--- src/rtl/pid_core.sv ---
// rtl/pid_core.sv - sequential PID stage sharing one multiplier across P/I/D; D path compiled in by PID_DERIV_EN
module pid_core #(
    parameter int W    = 16,
    parameter int FRAC = 8
) (
    input  logic         clk_in,
    input  logic         reset,
    input  logic [W-1:0] kp,
    input  logic [W-1:0] ki,
    input  logic [W-1:0] kd,
    input  logic [W-1:0] setpoint,
    input  logic [W-1:0] measurement,
    input  logic         sample_valid,
    input  logic         int_clr,
    output logic [W-1:0] ctrl_out,
    output logic         out_valid,
    output logic         busy,
    output logic         overrun
);
    localparam int AW = 2 * W + 3;
    localparam int PW = 2 * W + 1;
    localparam logic signed [AW-1:0] SMAX = {{(AW-W+1){1'b0}}, {(W-1){1'b1}}};
    localparam logic signed [AW-1:0] SMIN = {{(AW-W+1){1'b1}}, {(W-1){1'b0}}};

    typedef enum logic [2:0] {S_IDLE, S_ERR, S_MUL_P, S_MUL_I, S_MUL_D, S_OUT} state_t;

    function automatic logic signed [AW-1:0] sx(input logic [W-1:0] v);
        return {{(AW-W){v[W-1]}}, v};
    endfunction

    function automatic logic [W-1:0] sat_w(input logic signed [AW-1:0] v);
        if (v > SMAX)      return SMAX[W-1:0];
        else if (v < SMIN) return SMIN[W-1:0];
        else               return v[W-1:0];
    endfunction

    state_t                state_q, state_d;
    logic [W-1:0]          sp_q, sp_d, ms_q, ms_d;
    logic [W-1:0]          kp_q, kp_d, ki_q, ki_d;
    logic [W-1:0]          e_q, e_d, integ_q, integ_d, ctrl_out_q, ctrl_out_d;
    logic signed [AW-1:0]  acc_q, acc_d;
    logic                  out_valid_q, out_valid_d, overrun_q, overrun_d;

    logic [W-1:0]          op_a, op_b, e_w, integ_w;
    logic signed [PW-1:0]  a_x, b_x, prod;
    logic signed [AW-1:0]  prod_ext, term;
`ifdef PID_DERIV_EN
    logic [W-1:0]          kd_q, kd_d, d_q, d_d, e_prev_q, e_prev_d, d_w;
`else
    logic                  kd_unused;
    assign kd_unused = ^kd;
`endif

    // Shared multiplier: signed term times unsigned Q8.8 gain, selected by state
    always_comb begin
        op_a = e_q;
        op_b = kp_q;
        case (state_q)
            S_MUL_I: begin
                op_a = integ_q;
                op_b = ki_q;
            end
`ifdef PID_DERIV_EN
            S_MUL_D: begin
                op_a = d_q;
                op_b = kd_q;
            end
`endif
            default: ;
        endcase
        a_x      = {{(W+1){op_a[W-1]}}, op_a};
        b_x      = {{(W+1){1'b0}}, op_b};
        prod     = a_x * b_x;
        prod_ext = {{(AW-PW){prod[PW-1]}}, prod};
        term     = prod_ext >>> FRAC;
    end

    // Error-stage arithmetic: saturated error, integrator and difference
    always_comb begin
        e_w     = sat_w(sx(sp_q) - sx(ms_q));
        integ_w = sat_w(sx(integ_q) + sx(e_w));
`ifdef PID_DERIV_EN
        d_w     = sat_w(sx(e_w) - sx(e_prev_q));
`endif
    end

    // Next-state and datapath register updates; int_clr overrides the ERR update
    always_comb begin
        state_d     = state_q;
        sp_d        = sp_q;
        ms_d        = ms_q;
        kp_d        = kp_q;
        ki_d        = ki_q;
        e_d         = e_q;
        integ_d     = integ_q;
        acc_d       = acc_q;
        ctrl_out_d  = ctrl_out_q;
        out_valid_d = 1'b0;
        overrun_d   = sample_valid && (state_q != S_IDLE);
`ifdef PID_DERIV_EN
        kd_d        = kd_q;
        d_d         = d_q;
        e_prev_d    = e_prev_q;
`endif
        case (state_q)
            S_IDLE: begin
                if (sample_valid) begin
                    sp_d    = setpoint;
                    ms_d    = measurement;
                    kp_d    = kp;
                    ki_d    = ki;
`ifdef PID_DERIV_EN
                    kd_d    = kd;
`endif
                    state_d = S_ERR;
                end
            end
            S_ERR: begin
                e_d      = e_w;
                integ_d  = integ_w;
`ifdef PID_DERIV_EN
                d_d      = d_w;
                e_prev_d = e_w;
`endif
                state_d  = S_MUL_P;
            end
            S_MUL_P: begin
                acc_d   = term;
                state_d = S_MUL_I;
            end
            S_MUL_I: begin
                acc_d   = acc_q + term;
`ifdef PID_DERIV_EN
                state_d = S_MUL_D;
            end
            S_MUL_D: begin
                acc_d   = acc_q + term;
`endif
                state_d = S_OUT;
            end
            S_OUT: begin
                ctrl_out_d  = sat_w(acc_q);
                out_valid_d = 1'b1;
                state_d     = S_IDLE;
            end
            default: state_d = S_IDLE;
        endcase
        if (int_clr) begin
            integ_d  = '0;
`ifdef PID_DERIV_EN
            e_prev_d = '0;
`endif
        end
    end

    // State and datapath registers; reset aborts any computation in flight
    always_ff @(posedge clk_in or negedge reset) begin
        if (!reset) begin
            state_q     <= S_IDLE;
            sp_q        <= '0;
            ms_q        <= '0;
            kp_q        <= '0;
            ki_q        <= '0;
            e_q         <= '0;
            integ_q     <= '0;
            acc_q       <= '0;
            ctrl_out_q  <= '0;
            out_valid_q <= 1'b0;
            overrun_q   <= 1'b0;
`ifdef PID_DERIV_EN
            kd_q        <= '0;
            d_q         <= '0;
            e_prev_q    <= '0;
`endif
        end else begin
            state_q     <= state_d;
            sp_q        <= sp_d;
            ms_q        <= ms_d;
            kp_q        <= kp_d;
            ki_q        <= ki_d;
            e_q         <= e_d;
            integ_q     <= integ_d;
            acc_q       <= acc_d;
            ctrl_out_q  <= ctrl_out_d;
            out_valid_q <= out_valid_d;
            overrun_q   <= overrun_d;
`ifdef PID_DERIV_EN
            kd_q        <= kd_d;
            d_q         <= d_d;
            e_prev_q    <= e_prev_d;
`endif
        end
    end

    assign ctrl_out  = ctrl_out_q;
    assign out_valid = out_valid_q;
    assign overrun   = overrun_q;
    assign busy      = (state_q != S_IDLE);

endmodule
--- config.mk ---
export PLATFORM = sky130hd
export DESIGN_NAME = pid_core
export DESIGN_NICKNAME = d
export VERILOG_FILES = /design/src/rtl/pid_core.sv
export SDC_FILE = /design/constraint.sdc
export NUM_CORES = 1
export LEC_CHECK = 0
export ABC_CLOCK_PERIOD_IN_PS = 18500
export BUFFER_PORTS_ARGS = -buffer_cell sky130_fd_sc_hd__clkbuf_2
export CORE_MARGIN = 4
export CORE_UTILIZATION = 50
export CTS_CLUSTER_DIAMETER = 80
export CTS_CLUSTER_SIZE = 20
export DETAILED_ROUTE_END_ITERATION = 8
export PLACE_DENSITY = 0.64
export SYNTH_ARGS = -nofsm -noshare
export SYNTH_HDL_FRONTEND = slang
export SYNTH_SLANG_ARGS = --single-unit
--- constraint.sdc ---
create_clock -name clk_in -period 18.5 [get_ports clk_in]
set_input_delay 5.55 -clock clk_in [delete_from_list [all_inputs] [get_ports clk_in]]
set_output_delay 5.55 -clock clk_in [all_outputs]
set_load 0.05 [all_outputs]
Word level (Yosys, flattened, before mapping)
Cells that the tools add are included.

Logic and storage cells: 46. Input port bits: 84. Output and inout bits: 19. Flip-flop bits (word level): 152.

Eq/ne operators: 5. Magnitude comparators: 6. Add/subtract/negate cells: 3. Reductions and logical operators: 6. $mul: 1. Multiplexer cells: 14.

Operators by type and width (count): $mux W16 (10); $pmux W35 S2 (1); $add A35 B25 Y35 (1); $gt A35 B16 Y1 const B (1); $lt A35 B16 Y1 const B (1); $gt A17 B16 Y1 const B (2); $lt A17 B16 Y1 const B (2); $mul A16 B17 Y33 (1); $add A16 B16 Y17 (1); $sub A16 B16 Y17 (1); $pmux W3 S4 (1); $eq A3 B2 Y1 const B (2); $reduce_bool A2 Y1 (2); $eq A3 B1 Y1 const B (1); $eq A3 B3 Y1 const B (1); $logic_not A3 Y1 (1); $mux W3 (1); $reduce_bool A3 Y1 (1); $ne A2 B2 Y1 const B (1); $reduce_and A2 Y1 (1); $logic_and A1 B1 Y1 (1); $mux W1 (1).

Logic depth before layout (Yosys ltp)
Gate-level depths: netlist of run 1.

Depth in word-level cells: 10. Gate-level depth with buffers: 39. Mapped depth without buffers: 36.

Least setup slack after synthesis of run 1
OpenSTA, ideal clock, no wires.

Path type: reg-to-reg. Start: register state_q[0]. End: register acc_q[33]. Data required time: 18.418 ns. Clock period less this slack: 9.648 ns. Path buffers: 4. Cell stages (with the launch flop): 38. Data arrival time: 9.566 ns. Path slack: 8.852 ns. Setup time: 0.082 ns. Cell sequence: dfrtp_1 -> buf_4 -> nand3b_1 -> buf_6 -> clkbuf_1 -> buf_1 -> mux2i_1 -> nor2_1 -> fa_1 -> inv_1 -> fa_1 -> fa_1 -> fa_1 -> inv_1 -> fa_1 -> inv_1 -> fa_1 -> inv_1 -> (+2 left out) -> nand3_1 -> a211oi_1 -> a2111oi_4 -> a21oi_2 -> o211ai_2 -> a41o_1 -> xor2_1 -> ha_1 -> a21oi_1 -> nor2b_1 -> o21ai_0 -> a21oi_1 -> a2111o_1 -> nand2_1 -> o21a_1 -> or2_2 -> or4b_2 -> a31oi_1.

Word-level cells in the longest chain between the ends: 5. Elaborated cells on any way between the ends: 8. Classes of those cells: add/sub: 1; mul: 1; eq/ne: 2; mux: 3; reduce/logical: 1.

RTL lines: start: declaration (RTL line 37) `state_t state_q, state_d;`; start signal: assignment (RTL line 176) `state_q <= state_d;`; $eq A3 B2 Y1 (RTL line 58, 105); $mux W16 (RTL line 58) `case (state_q)`; $mul A16 B17 Y33 (RTL line 73) `prod = a_x * b_x;`; $add A35 B25 Y35 (RTL line 132) `acc_d = acc_q + term;`; $pmux W35 S2 (RTL line 105) `case (state_q)`; end signal: assignment (RTL line 166) `acc_q <= '0;`; end signal: assignment (RTL line 183) `acc_q <= acc_d;`; end: declaration (RTL line 41) `logic signed [AW-1:0] acc_q, acc_d;`.

Several ways; a longest one is shown, not always the timed one. A chain may end at the register's enable or synchronous reset.

Worst setup path after layout of run 1
Start: register state_q[1]. End: register acc_q[34].

The elaborated chain is that of the path after synthesis.

==> key figures, run 1 <==
Timing
  – Clock Skew: roughly 0.013 ns
  – Fmax: 87.4 MHz
  – Hold Vio Cnt, Final: 0
  – Min cycle time layout: approximately 11 ns
  – RSZ-0062 raised after global routing: false
  – Final worst-path cycle share: between 60 and 70%
  – Worst Tran Pin Value: 1.28 ns
  – Final Slew Violations: 0
  – Worst slew margin: 12.3%
  – Setup violators final: 0
  – Fin Setup TNS: 0 ns

GRT
  – Met1 Use GR: between 30% and 40%
  – Vias in the first global route: ~15k
  – First-pass GRT wire length: approximately 74 mm
  – Busiest grt layer: met2
  – Initial antenna violation count: 0
  – Total grt overflow: 0
  – Global-route track usage on met2: between 30% and 40%
  – Largest net degree at the start of global routing: between 90 and 100
  – All-Layer GR Usage: about a quarter
  – Met3 GRT Util: under 10%

Yosys
  – Most used DFF post-synth: dfrtp_1
  – Synth async-reset ratio: 100%
  – Distinct cells, synth: between 60 and 70
  – Cells after Synth: about 2.0k
  – Mapped Nets: around 2.5k
  – Sequential area share after synthesis: between 20% and 30%
  – Share of the synthesized area in the top cell type: roughly 22%
  – Syn avg cell area: about 9.0 um^2
  – Post-synth top area cell: fa_1
  – Mapped cell area: approximately 18,000 um^2
  – Synth warnings: 0
  – Synth top area cells: fa_1, dfrtp_1, ha_1
  – Synthesized flop and latch total: about 150
  – Number of flops mapped to enable cells by yosys: 0

Place
  – Port bufs: 86
  – Placed Cells: 2,546
  – DP Area: about 19,000 um^2
  – Final Wtd Congestion: 0.913
  – Post-DP HPWL: ~36 mm

Cells and area
  – Non-Filler Instances: 2,578
  – Area growth, synth to finish: 9.12%
  – Leading cell type in the layout, fill and taps excluded: inv_1
  – Inserted Diodes: 0
  – Final net count: 2,570
  – Share of layout cells above drive strength 1: about an eighth
  – Most frequent cells in the layout: inv_1, nand2_1, nor2_1
  – Final Instance Area: 19,900 um^2

Clock network
  – Clk Latency, worst-skew pair: approximately 0.46 ns
  – # hold bufs at CTS: 0
  – Post-CTS setup buffer count: 0
  – Clk root buf: clkbuf_16
  – Post-CTS sizing: 0
  – Num CTS Buffers: 17
  – H-tree levels: 4
  – Clock transition at the registers of the reported paths: 0.07 ns
  – Clock Sinks: around 150
  – CTS tree: built
  – CTS Buffer Depth: 2

Detailed routing
  – WL/cell: 17.3 um
  – Drt drc: 0
  – DRT Wirelength: 44.6 mm
  – Vias/cell: ~5.5
  – Via count: about 14k
  – Pre-Repair DR Iteration Count: 5
  – 1st-iter DRT viols: between 800 and 900
  – Final ANT Viol Nets: 0

Die
  – Io pins: between 100 and 150
  – Row count: just under 70
  – Die X: 199 um
  – Initial Utilization: roughly 50%
  – Die area: ~40,000 um^2
  – CORE AREA: 35,700 um^2
  – Die height: just under 200 um

Setup path
  – Worst path max stage delay: 0.86 ns
  – Req. time, crit path: 18.83 ns
  – Max Fanout on Critical Path: between 50 and 60
  – CP Launch Type: flip-flop
  – CP most frequent cell: fa_1
  – R2r setup slk: just over 7 ns
  – Setup crit end kind: flip-flop
  – Critical Path Slowest Stage Cell: mux2i_1
  – Crit path arrival time: roughly 12 ns
  – Setup Crit Path Kind: flip-flop to flip-flop

Hold path
  – Hold WC Path Type: flip-flop to flip-flop

Flow run
  – Max-Cap Viols: 0

Outcome
  – Status: finished clean
==> synthesized netlist by cell type, drive strengths merged, types with 3 or more instances <==
cell	instances
dfrtp	152
a211oi	27
a31oi	14
ha	186
nor2	228
o21bai	10
clkbuf	48
nand3	18
o211ai	11
a21boi	5
mux2i	38
o21a	13
fa	196
o22ai	5
inv	284
buf	7
nor4	7
xor2	31
xnor2	43
and3	7
nor3b	3
or2	12
a21o	35
and4	4
mux2	83
a211o	3
nand2	244
a21oi	94
nand4	14
nor3	22
nor2b	17
and2	8
nand2b	13
maj3	18
a31o	3
o21ai	90
or3	9
==> cell families after synthesis <==
family,share of synthesized area (%)
AOI/OAI and AO/OA,11.4
muxes,7.23
buffers and inverters,7.08
and+or+nand+nor,14.5
adders and majority gates,35.3
DFF,20.9
xor gates and xnor gates,3.56
==> through the flow <==
stage	hold slack [ns]	setup WS [ns]	util, %
after global placement	0.458	7.30	53.8
after detailed placement	0.470	7.06	53.8
after floorplan	0.444	8.85	-
after global routing	0.510	6.43	55.6
final	0.480	7.05	55.6
after CTS	0.489	7.06	55.6
==> sequential cells by signal, indices dropped and copies added, names as in the netlist <==
| register | cells |
|---|---|
| acc_q | 35 |
| ctrl_out | 16 |
| e_q | 16 |
| integ_q | 16 |
| ki_q | 16 |
| kp_q | 16 |
| ms_q | 16 |
| out_valid | 1 |
| overrun | 1 |
| sp_q | 16 |
| state_q | 3 |
==> final cells by class <==
cell class                      instances  area [um^2]
Clock buffer                           17          425
Clock inverter                         15          218
Fill cell                            3255        15900
Inverter                              285         1070
Multi-Input combinational cell       1536        13100
Sequential cell                       152         3800
Tap cell                              461          577
Timing Repair Buffer                  112          632
==> per-layer routing <==
layer,share of wire (%),wire length [um],vias up
li1,-,-,6860
met1,44,19700,7060
met2,49,21900,314
met3,4.3,1910,73
met4,2.6,1170,0
met5,0,0,-
==> worst max-delay path, delay by kind of cell, from the launching register on <==
family / cells / cell delay, ns
adders and majority gates: 8 / 3.96
AOI/OAI and AO/OA: 11 / 2.87
and+or+nand+nor: 6 / 1.95
muxes: 2 / 1.06
buffers and inverters: 5 / 0.95
DFF: 1 / 0.49
==> path summary, 6_finish.rpt <==
path,start,to,cells past startpoint
min in group asynchronous,reset,ctrl_out[0],1
max in group asynchronous,reset,ki_q[9],2
max reg2reg,state_q[1],acc_q[34],32
min,e_q[9],e_q[9],2
min reg2reg,e_q[9],e_q[9],2
max,state_q[1],acc_q[34],32
Power of run 1 is left out: the tool's default activity adds up to more than one toggle a clock period on the data nets, which glitch-free logic cannot reach.
==> run 2: changes to the inputs <==
- ABC_CLOCK_PERIOD_IN_PS: 18500 -> 11200
- clock period: 18.5 -> 11.2 ns (I/O delays scaled with it)
==> run 2 against run 1 <==
Utilization is 0.21 points higher; largest cell class unchanged; sequential cell count stayed put; final cell count is 0.54% higher; critical path depth is 2 higher; non-clock buffer count is 13 higher; final area is 0.37% higher; global-route usage is 0.85 points higher; worst setup slack worse by 6.0 ns; die area stayed put; clock skew is 0.0028 ns lower; count of clock-buffer cells in the layout stayed put; via count is 1.6% higher.
==> key figures, run 2 (synthesized netlist as in run 1, its figures left out) <==
Outcome
  – Status: finished clean

Clock network
  – Post-CTS sizing: 0
  – Clock Sinks: 152
  – CTS Buffer Depth: 2
  – CTS tree: built
  – Num CTS Buffers: 17
  – # hold bufs at CTS: 0
  – Clk root buf: clkbuf_16
  – Clk Latency, worst-skew pair: 0.46 ns
  – Clock transition at the registers of the reported paths: 0.07 ns
  – H-tree levels: 4
  – Post-CTS setup buffer count: 0

Detailed routing
  – 1st-iter DRT viols: 838
  – Via count: ~15k
  – WL/cell: 17.7 um
  – DRT Wirelength: approximately 46 mm
  – Vias/cell: roughly 5.6
  – Pre-Repair DR Iteration Count: 5
  – Drt drc: 0
  – Final ANT Viol Nets: 0

Setup path
  – Max Fanout on Critical Path: 64
  – Worst path depth: 34
  – Worst path max stage delay: a little over 0.6 ns
  – R2R cell count: 34
  – Critical Path Slowest Stage Cell: mux2i_1
  – CP Launch Type: flip-flop
  – Req. time, crit path: around 12 ns
  – CP most frequent cell: fa_1
  – Setup Crit Path Kind: flip-flop to flip-flop
  – Top delay family on crit path: adder cells
  – Worst path bufs/invs: 5
  – Setup crit end kind: flip-flop
  – Crit path arrival time: around 11 ns

Die
  – Io pins: 103
  – Initial Utilization: between 50% and 60%
  – Die X: 199 um
  – Die height: 199 um
  – Die area: 39,500 um^2
  – CORE AREA: approximately 36,000 um^2
  – Row count: between 60 and 70

GRT
  – Vias in the first global route: 14.8k
  – Busiest grt layer: met2
  – Global-route track usage on met2: approximately 40%
  – Largest net degree at the start of global routing: 89
  – Met1 Use GR: around a third
  – Total grt overflow: 0
  – Initial antenna violation count: 0
  – Met3 GRT Util: 4.29%
  – First-pass GRT wire length: between 70 and 80 mm
  – All-Layer GR Usage: approximately a quarter

Timing
  – Hold Vio Cnt, Final: 0
  – Setup violators final: 0
  – Worst Tran Pin Value: between 0.8 and 0.9 ns
  – Min cycle time layout: 10.16 ns
  – Fin Setup TNS: 0 ns
  – RSZ-0062 raised after global routing: false
  – Worst slew margin: a little over two fifths
  – Final Slew Violations: 0
  – Clock Skew: ~0.010 ns
  – Final worst-path cycle share: 90.7%
  – Fmax: 98.4 MHz

Cells and area
  – Most frequent cells in the layout: inv_1, nand2_1, nor2_1
  – Final net count: about 2.6k
  – Area growth, synth to finish: 9.53%
  – Filler instances: 3,293
  – Share of layout cells above drive strength 1: around an eighth
  – Max reg flops: 35
  – Leading cell type in the layout, fill and taps excluded: inv_1
  – Largest Register: acc_q

Hold path
  – Hold WC Path Type: flip-flop to flip-flop
  – Hold path depth: 2

Place
  – Post-DP HPWL: 36.1 mm
  – Final Wtd Congestion: 0.941
  – Port bufs: 86

Flow run
  – Max-Cap Viols: 0
-- run 2: cell types whose count changed in the layout (fill, tap and decap cells not counted), sizes merged --
cell and delta:
clkinv -3, diode +1, inv +3, clkinvlp +1, bufinv -1, buf +13
-- run 2: metrics by stage --
stage                     cells  hold WS [ns]  util (%)  area [um^2]  setup WS [ns]
after CTS                  2591         0.481      55.8        19900           1.07
final                      2592         0.482      55.8        19900           1.04
after floorplan            2028         0.444         -        18200           1.55
after global placement     2559         0.458      54.0        19300           1.23
after global routing       2591         0.522      55.8        19900          0.380
after detailed placement   2559         0.465      54.0        19300           1.11
-- run 2: final cells by class --
type / instances / area (um^2) / area share (%)
multi-input cells: 1536 / 13100 / 65.8
inverters: 285 / 1070 / 5.37
diodes: 1 / 2.50 / 0.0126
well taps: 461 / 577 / 2.89
flip-flops and latches: 152 / 3800 / 19.1
repair buffers: 125 / 742 / 3.72
clock inverters: 15 / 186 / 0.935
clock buffers: 17 / 425 / 2.13
-- run 2: worst paths after layout --
check | start | to | slack, ns
setup / recovery | state_q[1] | acc_q[33] | 1.04
hold / removal | e_q[15] | e_q[15] | 0.48
setup reg to reg | state_q[1] | acc_q[33] | 1.04
hold reg to reg | e_q[15] | e_q[15] | 0.48
max in group asynchronous | reset | e_q[4] | 6.85
min in group asynchronous | reset | acc_q[32] | 2.96
-- run 2: tightest hold or removal path, delay by kind of cell (launching register included) --
kind | cells | cell delay, ns
DFF | 1 | 0.34
and+or+nand+nor | 1 | 0.05
AOI/OAI and AO/OA | 1 | 0.06
-- run 2: metal layers --
metal | part of all wire [%] | vias up
met3 | 5.8 | 98
met1 | 42 | 7147
met5 | 0 | -
met4 | 4.2 | 0
met2 | 48 | 428
li1 | - | 6867
Power of run 2 is left out for the same reason.
==> run 3: changes to the inputs <==
- ABC_AREA: unset -> 1
==> run 3 against run 2 <==
Critical path depth is the same; hold slack lost 0.0018 ns; die area grew 5.0%; highest routed layer unchanged; fmax grew 3.7%; final area grew 5.0%; register-to-register slack gained 0.36 ns; wire length grew 21%; clock skew grew 0.0072 ns; sequential share of layout area shrank 0.91 points.
==> key figures, run 3 <==
Timing
  – Clock Skew: about 0.017 ns
  – Final worst-path cycle share: slightly below 90%
  – Worst Tran Pin Value: 1.07 ns
  – RSZ-0062 raised after global routing: false
  – Setup violators final: 0
  – Worst slew margin: between 20% and 30%
  – Final Slew Violations: 0
  – Hold Vio Cnt, Final: 0
  – Fin Setup TNS: 0 ns
  – Min cycle time layout: between 9 and 10 ns
  – Fmax: approximately 100 MHz

GRT
  – Vias in the first global route: ~17k
  – Largest net degree at the start of global routing: 81
  – First-pass GRT wire length: 91.6 mm
  – Total grt overflow: 0
  – Initial antenna violation count: 0
  – All-Layer GR Usage: around 28%

Yosys
  – Cells after Synth: 2,546
  – Mapped cell area: around 19,000 um^2
  – Most frequent cell after synthesis: nand2_1
  – Synth warnings: 0
  – Post-synth top area cell: fa_1
  – Synth top area cells: fa_1, dfrtp_1, ha_1
  – Syn avg cell area: 7.52 um^2
  – Post-synth top cells: nand2_1, inv_1, nor2_1
  – Sequential area share after synthesis: 19.9%
  – Number of flops mapped to enable cells by yosys: 0
  – Share of the synthesized area in the top cell type: around a fifth
  – Synth async-reset ratio: 100%
  – Synthesized flop and latch total: around 150
  – Mapped Nets: 3,012
  – Distinct cells, synth: 48
  – Most used DFF post-synth: dfrtp_1

Clock network
  – Post-CTS setup buffer count: 0
  – Clock transition at the registers of the reported paths: roughly 0.070 ns
  – Post-CTS sizing: 0
  – CTS Buffer Depth: 2
  – Clk root buf: clkbuf_16
  – Num CTS Buffers: 17
  – H-tree levels: 4
  – # hold bufs at CTS: 0
  – Clk Latency, worst-skew pair: between 0.4 and 0.5 ns
  – CTS tree: built
  – Clock Sinks: 152

Hold path
  – Start point of the worst hold path: e_q[3]
  – Hold path depth: 2
  – Hold path endpoint: e_q[3]
  – Hold WC Path Type: flip-flop to flip-flop

Setup path
  – Critical Path Slowest Stage Cell: o21ai_1
  – CP Launch Type: flip-flop
  – Setup crit end kind: flip-flop
  – R2r setup slk: roughly 1.4 ns
  – Max Fanout on Critical Path: 32
  – CP most frequent cell: fa_1
  – Worst path max stage delay: ~0.59 ns
  – Reg-to-reg critical path endpoint: acc_q[19]
  – Req. time, crit path: about 12 ns
  – R2R cell count: 34
  – Worst flop-to-flop path startpoint: state_q[2]
  – Setup Crit Path Kind: flip-flop to flip-flop
  – Crit path arrival time: a little over 10 ns

Place
  – Port bufs: 86
  – Final Wtd Congestion: ~0.96
  – Post-DP HPWL: around 45 mm

Detailed routing
  – Met2 WL post-DR: 26.0 mm
  – WL met1: between 20 and 30 mm
  – Via count: 16.7k
  – Final ANT Viol Nets: 0
  – DRT Wirelength: 55.5 mm
  – Drt drc: 0
  – Vias/cell: ~5.3
  – 1st-iter DRT viols: around 1.2k
  – WL met3: 2.88 mm
  – WL/cell: 17.6 um
  – Highest metal used: met4
  – Pre-Repair DR Iteration Count: 6

Cells and area
  – Max reg flops: 35
  – Final net count: between 3k and 4k
  – Filler instances: 3,643
  – Leading cell type in the layout, fill and taps excluded: nand2_1
  – Area growth, synth to finish: 9.33%
  – Most frequent cells in the layout: nand2_1, inv_1, nor2_1
  – Inserted Diodes: 0
  – Share of layout cells above drive strength 1: roughly 8.1%
  – Largest Register: acc_q
  – Core Util, Final: about 55%

Die
  – Die height: between 200 and 250 um
  – Io pins: approximately 100
  – Die X: ~200 um
  – CORE AREA: 37,800 um^2
  – Die area: 41,500 um^2
  – Initial Utilization: between 50% and 60%
  – Row count: a little over 70

Outcome
  – Status: finished clean

Flow run
  – Max-Cap Viols: 0
==> run 3: logic make-up (layout without fill, tap and decap cells) <==
kind of cell / Yosys count / in the layout / share of synthesized area (%)
multiplexers: 35 / 35 / 2.06
XOR/XNOR: 66 / 66 / 3.02
AND/OR/NAND/NOR: 1030 / 1030 / 21.5
flip-flops: 152 / 152 / 19.9
adder cells (fa/ha/maj): 382 / 382 / 32.7
AO/OA/AOI/OAI: 360 / 360 / 10.6
buffers and inverters: 521 / 623 / 10.2
==> run 3: cell type report <==
cell class                      count  area (um^2)  area share (%)
Inverter                          467         1750            8.37
Clock buffer                       19          443            2.12
Sequential cell                   152         3800            18.2
Multi-Input combinational cell   1873        13400            64.1
Tap cell                          511          639            3.05
Timing Repair Buffer              125          742            3.54
Clock inverter                     12          143           0.681
==> run 3: critical path, delay by kind of cell (launching register included) <==
| kind | cells | cell delay [ns] |
|---|---|---|
| compound gates | 7 | 1.70 |
| xor+xnor | 1 | 0.44 |
| fa+ha+maj | 8 | 3.87 |
| buf+inv | 7 | 1.20 |
| flops | 1 | 0.47 |
| simple gates | 11 | 2.01 |
==> run 3: routing by layer <==
| metal | global-route usage (%) | vias up |
|---|---|---|
| li1 | - | 8138 |
| met1 | 38.8 | 8028 |
| met2 | 46.0 | 489 |
| met3 | 3.91 | 85 |
| met4 | 7.66 | 0 |
| met5 | 0 | - |
==> run 3: worst max path at each step <==
stage | slack, ns | to | from | depth (start not counted)
4_1_cts | 1.53 | acc_q[33] | state_q[2] | 33
3_5_place_dp | 1.56 | acc_q[33] | state_q[2] | 33
6_report | 1.40 | acc_q[19] | state_q[2] | 34
3_3_place_gp | 1.64 | acc_q[19] | state_q[2] | 33
2_1_floorplan | 3.37 | acc_q[34] | state_q[2] | 40
5_1_grt | 0.78 | acc_q[19] | state_q[2] | 33
==> run 3: through the flow <==
stage	hold slack, ns	area (um^2)	cells	worst slack (ns)
2_1_floorplan	0.449	19100	2546	3.37
3_3_place_gp	0.463	20300	3128	1.64
3_5_place_dp	0.466	20300	3128	1.56
4_1_cts	0.484	20900	3159	1.53
5_1_grt	0.501	20900	3159	0.782
6_report	0.480	20900	3159	1.40
Power of run 3 is left out for the same reason.
